[config.mk]
export PLATFORM = sky130hd
export DESIGN_NAME = gcd_unit_flat
export DESIGN_NICKNAME = d
export VERILOG_FILES = /design/src/rtl/gcd_pkg.sv /design/src/rtl/gcd_unit_if.sv /design/src/rtl/gcd_unit_dpath.sv /design/src/rtl/gcd_unit.sv /design/src/flat_wrapper.sv
export SDC_FILE = /design/constraint.sdc
export NUM_CORES = 1
export LEC_CHECK = 0
export CAP_MARGIN = 20
export CORE_MARGIN = 10
export CORE_UTILIZATION = 55
export DETAILED_ROUTE_END_ITERATION = 7
export GPL_TIMING_DRIVEN = 0
export PLACE_DENSITY = 0.82
export SYNTH_ARGS = -nofsm -noshare
export SYNTH_HDL_FRONTEND = slang
export SYNTH_HIERARCHICAL = 1
export SYNTH_SLANG_ARGS = --single-unit
[constraint.sdc]
create_clock -name clk -period 8.1 [get_ports clk]
set_input_delay 1.215 -clock clk [delete_from_list [all_inputs] [get_ports clk]]
set_output_delay 1.215 -clock clk [all_outputs]
set_load 0.03 [all_outputs]
[src/rtl/gcd_pkg.sv]
// Shared width and FSM state encoding for the GCD accelerator tile.
package gcd_pkg;

    localparam int GCD_W = 16;

    typedef enum logic [1:0] {
        IDLE = 2'd0,
        CALC = 2'd1,
        DONE = 2'd2
    } gcd_state_t;

endpackage

[src/rtl/gcd_unit_if.sv]
// Request/response val-rdy channel pair between a producer/consumer and the GCD unit.
interface gcd_unit_if
    import gcd_pkg::*;
#(
    parameter int W = GCD_W
) ();

    logic [2*W-1:0] req_msg;
    logic           req_val;
    logic           req_rdy;
    logic [W-1:0]   resp_msg;
    logic           resp_val;
    logic           resp_rdy;

    modport master (
        output req_msg, req_val, resp_rdy,
        input  req_rdy, resp_msg, resp_val
    );

    modport slave (
        input  req_msg, req_val, resp_rdy,
        output req_rdy, resp_msg, resp_val
    );

endinterface

[src/rtl/gcd_unit_dpath.sv]
// GCD datapath: a/b operand registers, less-than compare, zero detect and subtractor.
module gcd_unit_dpath
    import gcd_pkg::*;
#(
    parameter int W = GCD_W
) (
    input  logic           clk,
    input  logic           reset,
    input  logic           i_load,
    input  logic           i_swap,
    input  logic           i_sub,
    input  logic [2*W-1:0] i_msg,
    output logic           o_a_lt_b,
    output logic           o_b_zero,
    output logic [W-1:0]   o_a
);

    logic [W-1:0] r_a;
    logic [W-1:0] r_b;
    logic [W-1:0] w_diff;

    assign w_diff   = r_a - r_b;
    assign o_a_lt_b = (r_a < r_b);
    assign o_b_zero = (r_b == '0);
    assign o_a      = r_a;

    always_ff @(posedge clk or posedge reset) begin
        if (reset) begin
            r_a <= '0;
            r_b <= '0;
        end else if (i_load) begin
            r_a <= i_msg[2*W-1:W];
            r_b <= i_msg[W-1:0];
        end else if (i_swap) begin
            // NOTE: non-blocking assignments read the old values, so this is a true swap.
            r_a <= r_b;
            r_b <= r_a;
        end else if (i_sub) begin
            r_a <= w_diff;
        end
    end

endmodule

[src/rtl/gcd_unit.sv]
// GCD unit top: FSM and val/rdy handshake around the subtract/swap datapath.
// Optional GCD_PERF_CNT_EN adds a saturating busy_cycles counter of CALC cycles.
module gcd_unit
    import gcd_pkg::*;
#(
    parameter int W = GCD_W
) (
    input  logic         clk,
    input  logic         reset,
    gcd_unit_if.slave    bus
`ifdef GCD_PERF_CNT_EN
    ,
    output logic [W-1:0] busy_cycles
`endif
);

    gcd_state_t   r_state;
    gcd_state_t   w_next;
    logic         w_load;
    logic         w_calc;
    logic         w_swap;
    logic         w_sub;
    logic         w_a_lt_b;
    logic         w_b_zero;
    logic [W-1:0] w_a;

    assign w_load = (r_state == IDLE) && bus.req_val;
    assign w_calc = (r_state == CALC);
    assign w_swap = w_calc && w_a_lt_b;
    assign w_sub  = w_calc && !w_a_lt_b && !w_b_zero;

    always_comb begin
        // NOTE: default assignment first so no path leaves w_next unassigned (no latch).
        w_next = r_state;
        case (r_state)
            IDLE:    if (bus.req_val) w_next = CALC;
            CALC:    if (!w_a_lt_b && w_b_zero) w_next = DONE;
            DONE:    if (bus.resp_rdy) w_next = IDLE;
            default: w_next = IDLE;
        endcase
    end

    always_ff @(posedge clk or posedge reset) begin
        if (reset) r_state <= IDLE;
        else       r_state <= w_next;
    end

    gcd_unit_dpath #(.W(W)) u_dpath (
        .clk      (clk),
        .reset    (reset),
        .i_load   (w_load),
        .i_swap   (w_swap),
        .i_sub    (w_sub),
        .i_msg    (bus.req_msg),
        .o_a_lt_b (w_a_lt_b),
        .o_b_zero (w_b_zero),
        .o_a      (w_a)
    );

    // Outputs decode registered state only; no input-to-output combinational path.
    assign bus.req_rdy  = (r_state == IDLE);
    assign bus.resp_val = (r_state == DONE);
    assign bus.resp_msg = w_a;

`ifdef GCD_PERF_CNT_EN
    logic [W-1:0] r_busy;

    always_ff @(posedge clk or posedge reset) begin
        if (reset)                        r_busy <= '0;
        else if (w_load)                  r_busy <= '0;
        else if (w_calc && r_busy != '1)  r_busy <= r_busy + W'(1);
    end

    assign busy_cycles = r_busy;
`endif

endmodule

[src/flat_wrapper.sv]
// flat-port wrapper written by rule: the top's interface ports become plain ports
module gcd_unit_flat import gcd_pkg::*;
#(
    parameter int W = GCD_W
)
  (clk, reset, bus_req_msg, bus_req_val, bus_resp_rdy, bus_req_rdy, bus_resp_msg, bus_resp_val);
  gcd_unit_if #(.W(W)) bus_i ();
  input  logic clk;
  input  logic reset;
  input wire logic [$bits(bus_i.req_msg)-1:0] bus_req_msg;
  input wire logic [$bits(bus_i.req_val)-1:0] bus_req_val;
  input wire logic [$bits(bus_i.resp_rdy)-1:0] bus_resp_rdy;
  output wire logic [$bits(bus_i.req_rdy)-1:0] bus_req_rdy;
  output wire logic [$bits(bus_i.resp_msg)-1:0] bus_resp_msg;
  output wire logic [$bits(bus_i.resp_val)-1:0] bus_resp_val;
  assign bus_i.req_msg = bus_req_msg;
  assign bus_i.req_val = bus_req_val;
  assign bus_i.resp_rdy = bus_resp_rdy;
  assign bus_req_rdy = bus_i.req_rdy;
  assign bus_resp_msg = bus_i.resp_msg;
  assign bus_resp_val = bus_i.resp_val;
  gcd_unit #(.W(W)) u_core (.clk(clk), .reset(reset), .bus(bus_i));
endmodule
---- After elaboration in Yosys (flattened, before gate mapping) ----
Index checks and enable logic that the tools add are counted.
storage, ports and cells
  word-level logic and storage cells ...... 31
  output and inout bits ................... 18
  bits in latches ......................... 0
  memory bits (writable) .................. 0
  input bits .............................. 36
  ROM bits ................................ 0
  register bits after elaboration ......... 34
  memories ................................ 0
cells by class
  muxes and demuxes ....................... 9
  multiply operators ...................... 0
  shift operators ......................... 0
  order comparisons ....................... 1
  add/subtract/negate cells ............... 1
  reduce and logical (&&, ||, !) cells .... 12
  bitwise operators ....................... 0
  divide/modulo/power cells ............... 0
  equal/unequal tests ..................... 5
operators with widths
  cell                                           number
  two-way mux 16 bit                             5
  logical NOT 16 bit                             1
  < comparator 16 bit                            1
  subtractor 16 bit                              1
  two-way mux 2 bit                              3
  != test 2 bit, second input constant           3
  one-hot mux 2 bit (3 select lines)             1
  logical AND 1 bit                              5
  AND reduction 3 bit                            1
  nonzero test 3 bit                             1
  == test 2 x 1 -> 1 bit, second input constant  1
  == test 2 bit, second input constant           1
  logical NOT 1 bit                              2
  logical NOT 2 bit                              1
  nonzero test 2 bit                             1

---- Depth between registers and ports, before layout ----
Gate-level depths: netlist (run 1).
  depth in word-level cells ............... 7
  gate-level depth with buffers ........... 16
  depth with buffers taken out ............ 15

---- Modules after synthesis ----
The synthesis (run 1) kept the hierarchy.
modules (own cells, without submodules)
  module          seq. area each (sq um)  times used  cells an instance  area each (sq um)
  gcd_unit_dpath  800.8                   1           302                2521.2
  gcd_unit        50.0                    1           15                 120.1

---- Least setup slack after synthesis (run 1) ----
Ideal clock, no wire load.
  kind .................................... register to register
  from .................................... reg u_core.u_dpath.r_a[0], in the netlist u_core/u_dpath/o_a[0]
  to ...................................... reg u_core.u_dpath.r_a[11], in the netlist u_core/u_dpath/o_a[11]
  data arrival time ....................... 3.195 ns
  slack ................................... 4.823 ns
  required time ........................... 8.018 ns
  period minus slack after synthesis ...... 3.277 ns
  setup time .............................. 0.082 ns
  path buffers ............................ 2
  cell stages (with the launch flop) ...... 16
  cells stage by stage .................... dfrtp_1 -> inv_1 -> ha_1 -> fa_1 -> nor2b_1 -> o31a_1 -> o211ai_1 -> o21ai_1 -> a31oi_1 -> nor3_1 -> clkbuf_1 -> clkbuf_1 -> nor3_1 -> a211oi_1 -> a21oi_1 -> a31oi_1
between the ends
  longest elaborated chain between the ends .. 5
  elaborated cells between the ends (all ways) .. 10
  classes of those cells .................. 1 x add/sub; 1 x order compare; 3 x mux; 5 x reduce/logical
RTL lines
  element                              RTL line              RTL
  from (decl)                          gcd_unit_dpath.sv:18  logic [W-1:0] r_a;
  from (signal assigned)               gcd_unit_dpath.sv:32  r_a <= i_msg[2*W-1:W];
  from (signal assigned)               gcd_unit_dpath.sv:36  r_a <= r_b;
  from (signal assigned)               gcd_unit_dpath.sv:39  r_a <= w_diff;
  < comparator 16 bit                  gcd_unit_dpath.sv:23  assign o_a_lt_b = (r_a < r_b);
  named net u_core.w_a_lt_b            gcd_unit.sv:23        logic w_a_lt_b;
  logical NOT 1 bit                    gcd_unit.sv:30        assign w_sub = w_calc && !w_a_lt_b && !w_b_zero;
  logical AND 1 bit (2 in series)      gcd_unit.sv:30
  named net u_core.w_sub               gcd_unit.sv:22        logic w_sub;
  nonzero test 3 bit (no source line)  n/a
The timed path passes the listed nets, and every way through them passes these cells. The select of a mux whose other input is x is not followed.
A chain may end at the register's enable or synchronous reset.

---- Worst setup path in the final report (run 1) ----
  from .................................... reg u_core.u_dpath.r_a[0], in the netlist u_core/u_dpath/o_a[0]
  to ...................................... reg u_core.u_dpath.r_a[14], in the netlist u_core/u_dpath/o_a[14]
The elaborated chain is that of the path after synthesis.

==> impl_metrics.ini, run 1 <==
[outcome]
status = finished, final reports clean

[sta]
period_needed_ns = 3.977
slew_headroom_pct = 47.50
finClkSkew_ns = 0.003569
slew_violations = 0
rsz0062_at_grt = false
setup_viol = 0
hold_viol = 0
fin_crit_sh_pct = 49.09
worst_pin_slew_ns = 0.7867
finalSetupTns_ns = 0
fmax_ghz = 0.2515

[placement]
hpwl_um = 6343
place_area_um2 = 3267
gp_congestion = 0.9284
port_buffers = 53

[synth]
synth_area_um2 = 2641
syn_area_per_cell_um2 = 8.332
ys.flop_type = dfrtp_1
ys_types = 48
yosys.area.top_type = dfrtp_1
ys_warn_count = 6
synthCells = 317
ys_ff_latch = 34
synth_edf_count = 0
synthTopCellsByArea = dfrtp_1, o21ai_0, ha_1
netlist.area_leader.share_pct = 32.21
yosysSeqAreaShare_pct = 32.21
async_flop_share_pct = 100.0
syn_nets = 370

[grt]
grt_pass1_wl_um = 13100
grt_pass1_vias = 2569
grt.overflow.total = 0
antenna_found_initial = 0
grt_max_degree = 18
grt_usage_pct = 21.35

[clocking]
insertion_delay_ns = 0.29
cts_tree = yes
post_cts_resize_count = 0
cts_setup_buffers = 0
numCtsBuffers = 5
clkSinkCount = 34
clk_pin_slew_ns = 0.07
clk_path_buf_depth = 2
cts_htree_levels = 2
cts_hold_buf = 0
root_buffer = clkbuf_8

[floorplan]
ioPinCount = 54
dieArea_um2 = 7974
initial_core_util_pct = 56.29
die_height_um = 89.30
rows = 25
design.core.area_um2 = 4692
chipWidth_um = 89.30

[critical_path]
cpLargestDelayFamily = compound AO/OA/AOI/OAI gates
crit_fanout = 10
max_stage_delay_ns = 0.49
worst_setup_path_start_kind = register
worstSetupEndpointType = register
required_ns = 8.29
critPathSlowestCell = clkbuf_1
crit_type = reg2reg
cp_cell_sequence = inv_1 -> ha_1 -> fa_1 -> nor2b_1 -> o31a_1 -> o211ai_1 -> o21ai_1 -> a31oi_1 -> nor3_1 -> clkbuf_1 -> clkbuf_1 -> o21ai_0 -> a21oi_1 -> a21oi_1 -> a41oi_1
critPathBufInv = 3
worstPathArrival_ns = 4.17

[cells_and_area]
drive_gt1_share_pct = 4.749
stdcell_area_um2 = 3358
syn_to_final_growth_pct = 27.14
diodes = 0
layout_commonest_cell = clkdlybuf4s50_1
nNetsFinal = 431
final_cell_mix = clkdlybuf4s50_1, o21ai_0, nand2_1, dfrtp_1, inv_1

[routing]
postRouteAntennaNets = 0
wl_um = 8225
via_count = 2702
drt_iter0_drc = 264
route.detailed.drc = 0
avgRoutedWirePerCell_um = 19.00
firstDrtPassIters = 5
viasPerCell = 6.240

[hold_path]
hold_class = reg2reg

[run]
drv_cap = 0
routing by layer:
layer / vias to the layer above / wire [um] / GRT usage, %
met4: 0 / 176 / 8.092
met5: - / 0 / 0
met3: 18 / 716 / 5.287
met1: 1283 / 3584 / 28.57
li1: 1254 / - / -
met2: 147 / 3746 / 32.28
Yosys cell counts, types with 2 or more instances:
library cell and number:
and3_1 2, nor3_1 3, nor2_1 12, o31a_1 2, a211oi_1 4, dfrtp_1 34
buf_2 3, nor2b_1 4, o21a_1 3, o221ai_1 5, o21bai_1 2, o21ai_1 3
nand2_1 36, o211ai_1 5, clkbuf_1 13, a31oi_1 5, or2_2 2, mux2_2 3
nor4_1 4, nand3b_1 2, mux2i_1 20, xnor2_1 10, o21ai_0 41, xor2_1 3
nand2b_1 7, ha_1 16, nand4_1 2, nor3b_1 5, inv_1 25, a21oi_1 22
nand3_1 2
stage by stage:
stage               cells  setup WS, ns  hold WS [ns]  util [%]
detailed placement    425         4.294        0.4642     69.63
CTS                   433         4.247        0.4867     71.57
global placement      424         4.363        0.4641     69.04
global route          433         3.962        0.5064     71.57
finish                433         4.123        0.4945     71.57
floorplan             317         4.823        0.4311         -
final timing paths:
check / endpoint / cells after the start / start / slack (ns)
worst min-delay path: u_core/r_state[0] / 1 / u_core/r_state[1] / 0.49
max in group asynchronous: u_core/u_dpath/o_a[9] / 3 / reset / 6.16
min in group asynchronous: u_core/r_state[1] / 2 / reset / 1.10
worst max register to register: u_core/u_dpath/o_a[14] / 15 / u_core/u_dpath/o_a[0] / 4.12
worst min register to register: u_core/r_state[0] / 1 / u_core/r_state[1] / 0.49
worst max-delay path: u_core/u_dpath/o_a[14] / 15 / u_core/u_dpath/o_a[0] / 4.12
layout make-up:
cell class / instances / area (um2)
Sequential cell: 34 / 850.8
Buffer: 17 / 67.56
Clock inverter: 1 / 5.005
Fill cell: 371 / 1334
Timing Repair Buffer: 54 / 558.0
Clock buffer: 7 / 86.33
Inverter: 26 / 97.59
Multi-Input combinational cell: 240 / 1625
Tap cell: 54 / 67.56
flip-flops by register name, indices dropped and copies added, names as in the netlist:
register	count
u_core/u_dpath/o_a	16
u_core/u_dpath/r_b	16
u_core/r_state	2
logic make-up (layout without fill, tap and decap cells):
kind of cell	Yosys count	in the layout	share of synthesized area (%)
compound gates	104	104	24.73
simple gates	83	83	15.30
buf+inv	43	105	6.253
flops	34	34	32.21
mux	23	23	8.858
fa+ha+maj	17	17	8.337
xor+xnor	13	13	4.311
Power of run 1 is left out: the tool's default activity adds up to more than one toggle a clock period on the data nets, which glitch-free logic cannot reach.
==> run 2: changes to the inputs <==
--- a/config.mk
+++ b/config.mk
@@ -7,10 +7,10 @@
 export LEC_CHECK = 0
 export CAP_MARGIN = 20
 export CORE_MARGIN = 10
-export CORE_UTILIZATION = 55
+export CORE_UTILIZATION = 47
 export DETAILED_ROUTE_END_ITERATION = 7
 export GPL_TIMING_DRIVEN = 0
-export PLACE_DENSITY = 0.82
+export PLACE_DENSITY = 0.74
 export SYNTH_ARGS = -nofsm -noshare
 export SYNTH_HDL_FRONTEND = slang
 export SYNTH_HIERARCHICAL = 1
==> constraint.sdc (replaced) <==
create_clock -name clk -period 3.5 [get_ports clk]
set_input_delay 0.525 -clock clk [delete_from_list [all_inputs] [get_ports clk]]
set_output_delay 0.525 -clock clk [all_outputs]
set_load 0.03 [all_outputs]
==> impl_metrics.ini, run 2 (same netlist as run 1, synthesis figures left out) <==
[sta]
slew_headroom_pct = 62.78
finClkSkew_ns = 0.004127
setup_viol = 0
rsz0062_at_grt = false
fmax_ghz = 0.3018
fin_crit_sh_pct = 94.66
period_needed_ns = 3.313
slew_violations = 0
hold_viol = 0
worst_pin_slew_ns = 0.5584

[cells_and_area]
stdcell_area_um2 = 3463
layout_commonest_cell = clkdlybuf4s50_1
nNetsFinal = 436
drive_gt1_share_pct = 9.375
diodes = 0
syn_to_final_growth_pct = 31.12
final_cell_mix = clkdlybuf4s50_1, o21ai_0, nand2_1, dfrtp_1, inv_1

[clocking]
cts_tree = yes
clk_pin_slew_ns = 0.07
clk_path_buf_depth = 2
clkSinkCount = 34
cts_hold_buf = 0
cts_htree_levels = 2
numCtsBuffers = 5
root_buffer = clkbuf_8
insertion_delay_ns = 0.29

[critical_path]
crit_type = reg2reg
max_stage_delay_ns = 0.42
cpLargestDelayFamily = compound AO/OA/AOI/OAI gates
worst_setup_path_start_kind = register
crit_fanout = 5
worstSetupEndpointType = register
timing.rr.start = u_core/u_dpath/o_a[0]
rrSetupSlack_ns = 0.19
critPathSlowestCell = fa_1
worstPathArrival_ns = 3.52
critPathBufInv = 3
cp_cell_sequence = inv_1 -> ha_1 -> fa_1 -> nor2b_2 -> o31a_1 -> o211ai_1 -> o21ai_2 -> a31oi_2 -> nor3_1 -> buf_4 -> buf_4 -> mux2_2 -> nor2_1 -> a21oi_1 -> o21ai_0
r2r_end = u_core/u_dpath/o_a[1]
required_ns = 3.71
cpMostUsedCell = buf_4
ff2ff_path_depth = 15

[floorplan]
dieArea_um2 = 9018
design.core.area_um2 = 5473
initial_core_util_pct = 48.26
rows = 27
chipWidth_um = 94.97
ioPinCount = 54
die_height_um = 94.97

[routing]
route.detailed.drc = 0
via_count = 2642
avgRoutedWirePerCell_um = 17.82
viasPerCell = 5.794
drt_iter0_drc = 299
postRouteAntennaNets = 0
wl_um = 8125
firstDrtPassIters = 6

[grt]
grt_pass1_vias = 2636
grt_usage_pct = 18.59
grt.overflow.total = 0
antenna_found_initial = 0
grt_pass1_wl_um = 13350
grt_max_degree = 24

[run]
drv_cap = 0

[placement]
gp_congestion = 0.9480
hpwl_um = 6132
place_area_um2 = 3289
port_buffers = 53

[outcome]
status = finished, final reports clean

[hold_path]
hold_class = in2async
-- run 2: cell types whose count changed in the layout (fill, tap and decap cells not counted), sizes merged --
| cell | previous run | this run |
|---|---|---|
| clkbuf | 20 | 19 |
| buf | 5 | 11 |
-- run 2: how the worst max path moves through the flow --
stage	startpoint	end	slack [ns]	depth (start not counted)
2_1_floorplan	u_core/u_dpath/o_a[0]	u_core/u_dpath/o_a[11]	0.22	15
3_3_place_gp	u_core/u_dpath/o_a[0]	u_core/u_dpath/o_a[14]	-0.31	15
3_5_place_dp	u_core/u_dpath/o_a[0]	u_core/u_dpath/o_a[11]	-0.36	15
4_1_cts	u_core/u_dpath/r_b[2]	u_core/u_dpath/r_b[10]	0.00005	13
5_1_grt	u_core/u_dpath/o_a[0]	u_core/u_dpath/o_a[11]	0.008	15
6_report	u_core/u_dpath/o_a[0]	u_core/u_dpath/o_a[1]	0.19	15
-- run 2: what timing repair did --
item,in CTS,in global routing
resized for setup,7,18
setup buffers,0,5
endpoints found under the setup margin,23,32
pin swaps,0,3
-- run 2: cell type report --
cell class,count,area (um2)
multi-input cells,240,1649
clock buffers,7,86.33
flip-flops and latches,34,850.8
well taps,72,90.09
clock inverters,1,5.005
inverters,26,97.59
fillers,496,2009
repair buffers,59,595.6
plain buffers,17,88.84
-- run 2: per-stage QoR --
stage               hold WS [ns]  cells  utilization, %  worst slack [ns]  TNS, ns
floorplan                 0.2662    317               -            0.2228        0
global placement          0.4605    442           59.60           -0.3136   -3.158
detailed placement        0.4829    443           60.11           -0.3609   -3.674
CTS                       0.4123    451           62.00        0.00004796        0
global route              0.4277    456           63.28          0.007766        0
finish                    0.4148    456           63.28            0.1870        0
-- run 2: metal layers --
metal	global-route usage (%)	part of all wire, %
met2	29.69	47
met4	5.985	1.9
met3	3.727	7.5
met5	0	0
met1	24.58	44
-- run 2: worst register-to-register path: stages (launching register included) --
cell and delay [ns]:
dfrtp_1 0.39, inv_1 0.06, ha_1 0.22, fa_1 0.42
nor2b_2 0.16, o31a_1 0.25, o211ai_1 0.16, o21ai_2 0.22
a31oi_2 0.15, nor3_1 0.27, buf_4 0.17, buf_4 0.15
mux2_2 0.33, nor2_1 0.08, a21oi_1 0.05, o21ai_0 0.15
Power of run 2 is left out for the same reason.
==> run 3: changes to the inputs <==
--- a/config.mk
+++ b/config.mk
@@ -10,6 +10,7 @@
 export CORE_UTILIZATION = 47
 export DETAILED_ROUTE_END_ITERATION = 7
 export GPL_TIMING_DRIVEN = 0
+export MAX_ROUTING_LAYER = met4
 export PLACE_DENSITY = 0.74
 export SYNTH_ARGS = -nofsm -noshare
 export SYNTH_HDL_FRONTEND = slang
==> impl_metrics.ini, run 3 (same netlist as run 1, synthesis figures left out) <==
[sta]
setup_viol = 0
slew_violations = 0
rsz0062_at_grt = false
fmax_ghz = 0.3015
worst_pin_slew_ns = 0.5336
finalHoldWorstSlack_ns = 0.4138
hold_viol = 0
finClkSkew_ns = 0.003825
finalSetupTns_ns = 0
period_needed_ns = 3.317
slew_headroom_pct = 64.43
fin_crit_sh_pct = 94.78

[clocking]
numCtsBuffers = 5
clkSinkCount = 34
root_buffer = clkbuf_8
clk_path_buf_depth = 2
cts_hold_buf = 0
cts_htree_levels = 2
insertion_delay_ns = 0.29
clk_pin_slew_ns = 0.07
cts_tree = yes

[routing]
drt_iter0_drc = 294
avgRoutedWirePerCell_um = 17.70
postRouteAntennaNets = 0
firstDrtPassIters = 5
route.detailed.drc = 0
via_count = 2634
viasPerCell = 5.776
wl_um = 8072

[critical_path]
r2r_end = u_core/u_dpath/o_a[1]
crit_fanout = 5
crit_type = reg2reg
cpMostUsedCell = buf_4
required_ns = 3.71
timing.rr.start = u_core/u_dpath/o_a[0]
rrSetupSlack_ns = 0.18
ff2ff_path_depth = 15
worstPathArrival_ns = 3.52
worst_setup_path_start_kind = register
critPathSlowestCell = fa_1
max_stage_delay_ns = 0.42
cp_cell_sequence = inv_1 -> ha_1 -> fa_1 -> nor2b_2 -> o31a_1 -> o211ai_1 -> o21ai_2 -> a31oi_2 -> nor3_1 -> buf_4 -> buf_4 -> mux2_2 -> nor2_1 -> a21oi_1 -> o21ai_0
worstSetupEndpointType = register

[cells_and_area]
stdcell_area_um2 = 3463
syn_to_final_growth_pct = 31.12
final_cell_mix = clkdlybuf4s50_1, o21ai_0, nand2_1, dfrtp_1, inv_1
num-fill-cells = 496
drive_gt1_share_pct = 9.375
layout_commonest_cell = clkdlybuf4s50_1
diodes = 0
nNetsFinal = 436

[placement]
place_area_um2 = 3289
hpwl_um = 6132
port_buffers = 53
gp_congestion = 0.9652

[floorplan]
dieArea_um2 = 9018
ioPinCount = 54
rows = 27
initial_core_util_pct = 48.26
die_height_um = 94.97
design.core.area_um2 = 5473
chipWidth_um = 94.97

[grt]
grt.overflow.total = 0
grt_pass1_wl_um = 13360
grt_max_degree = 24
grt_usage_pct = 19.14
grt_pass1_vias = 2636
antenna_found_initial = 0

[outcome]
status = finished, final reports clean

[hold_path]
hold_class = in2async

[run]
drv_cap = 0
==> run 3: final cells by class <==
class | count | area [um2] | area share, %
inverter | 26 | 97.59 | 2.818
multi-input combinational | 240 | 1649 | 47.62
buffer | 17 | 88.84 | 2.565
sequential | 34 | 850.8 | 24.57
tap | 72 | 90.09 | 2.601
timing repair buffer | 59 | 595.6 | 17.20
clock buffer | 7 | 86.33 | 2.493
clock inverter | 1 | 5.005 | 0.1445
==> run 3: what timing repair did <==
| item | CTS | global route |
|---|---|---|
| resized for setup | 7 | 18 |
| setup buffers | 0 | 5 |
| endpoints found under the setup margin | 23 | 32 |
| pin swaps | 0 | 3 |
==> run 3: worst max-delay path by stage <==
| stage | endpoint | start | slack (ns) |
|---|---|---|---|
| 4_1_cts | u_core/u_dpath/r_b[10] | u_core/u_dpath/r_b[2] | 0.00005 |
| 5_1_grt | u_core/u_dpath/o_a[11] | u_core/u_dpath/o_a[0] | 0.01 |
| 3_5_place_dp | u_core/u_dpath/o_a[11] | u_core/u_dpath/o_a[0] | -0.36 |
| 6_report | u_core/u_dpath/o_a[1] | u_core/u_dpath/o_a[0] | 0.18 |
| 3_3_place_gp | u_core/u_dpath/o_a[14] | u_core/u_dpath/o_a[0] | -0.31 |
| 2_1_floorplan | u_core/u_dpath/o_a[11] | u_core/u_dpath/o_a[0] | 0.22 |
==> run 3: metrics by stage <==
stage	util, %	setup slack (ns)	cells
finish	63.28	0.1828	456
global route	63.28	0.009916	456
CTS	62.00	0.00004796	451
detailed placement	60.11	-0.3609	443
global placement	59.60	-0.3136	442
floorplan	-	0.2228	317
==> run 3: per-layer routing <==
metal  vias up  track usage, %  wire (um)
met5         -               -          0
met2       110           29.81       3830
met3        15           2.855        449
li1       1259               -          -
met4         0           5.985        145
met1      1250           24.95       3647
==> run 3: critical path: cells and delay by family (launching register included) <==
| kind | cells | cell delay, ns |
|---|---|---|
| AO/OA/AOI/OAI | 6 | 0.99 |
| adder cells (fa/ha/maj) | 2 | 0.64 |
| AND/OR/NAND/NOR | 3 | 0.51 |
| flip-flops | 1 | 0.39 |
| buffers and inverters | 3 | 0.38 |
| multiplexers | 1 | 0.33 |
Power of run 3 is left out for the same reason.
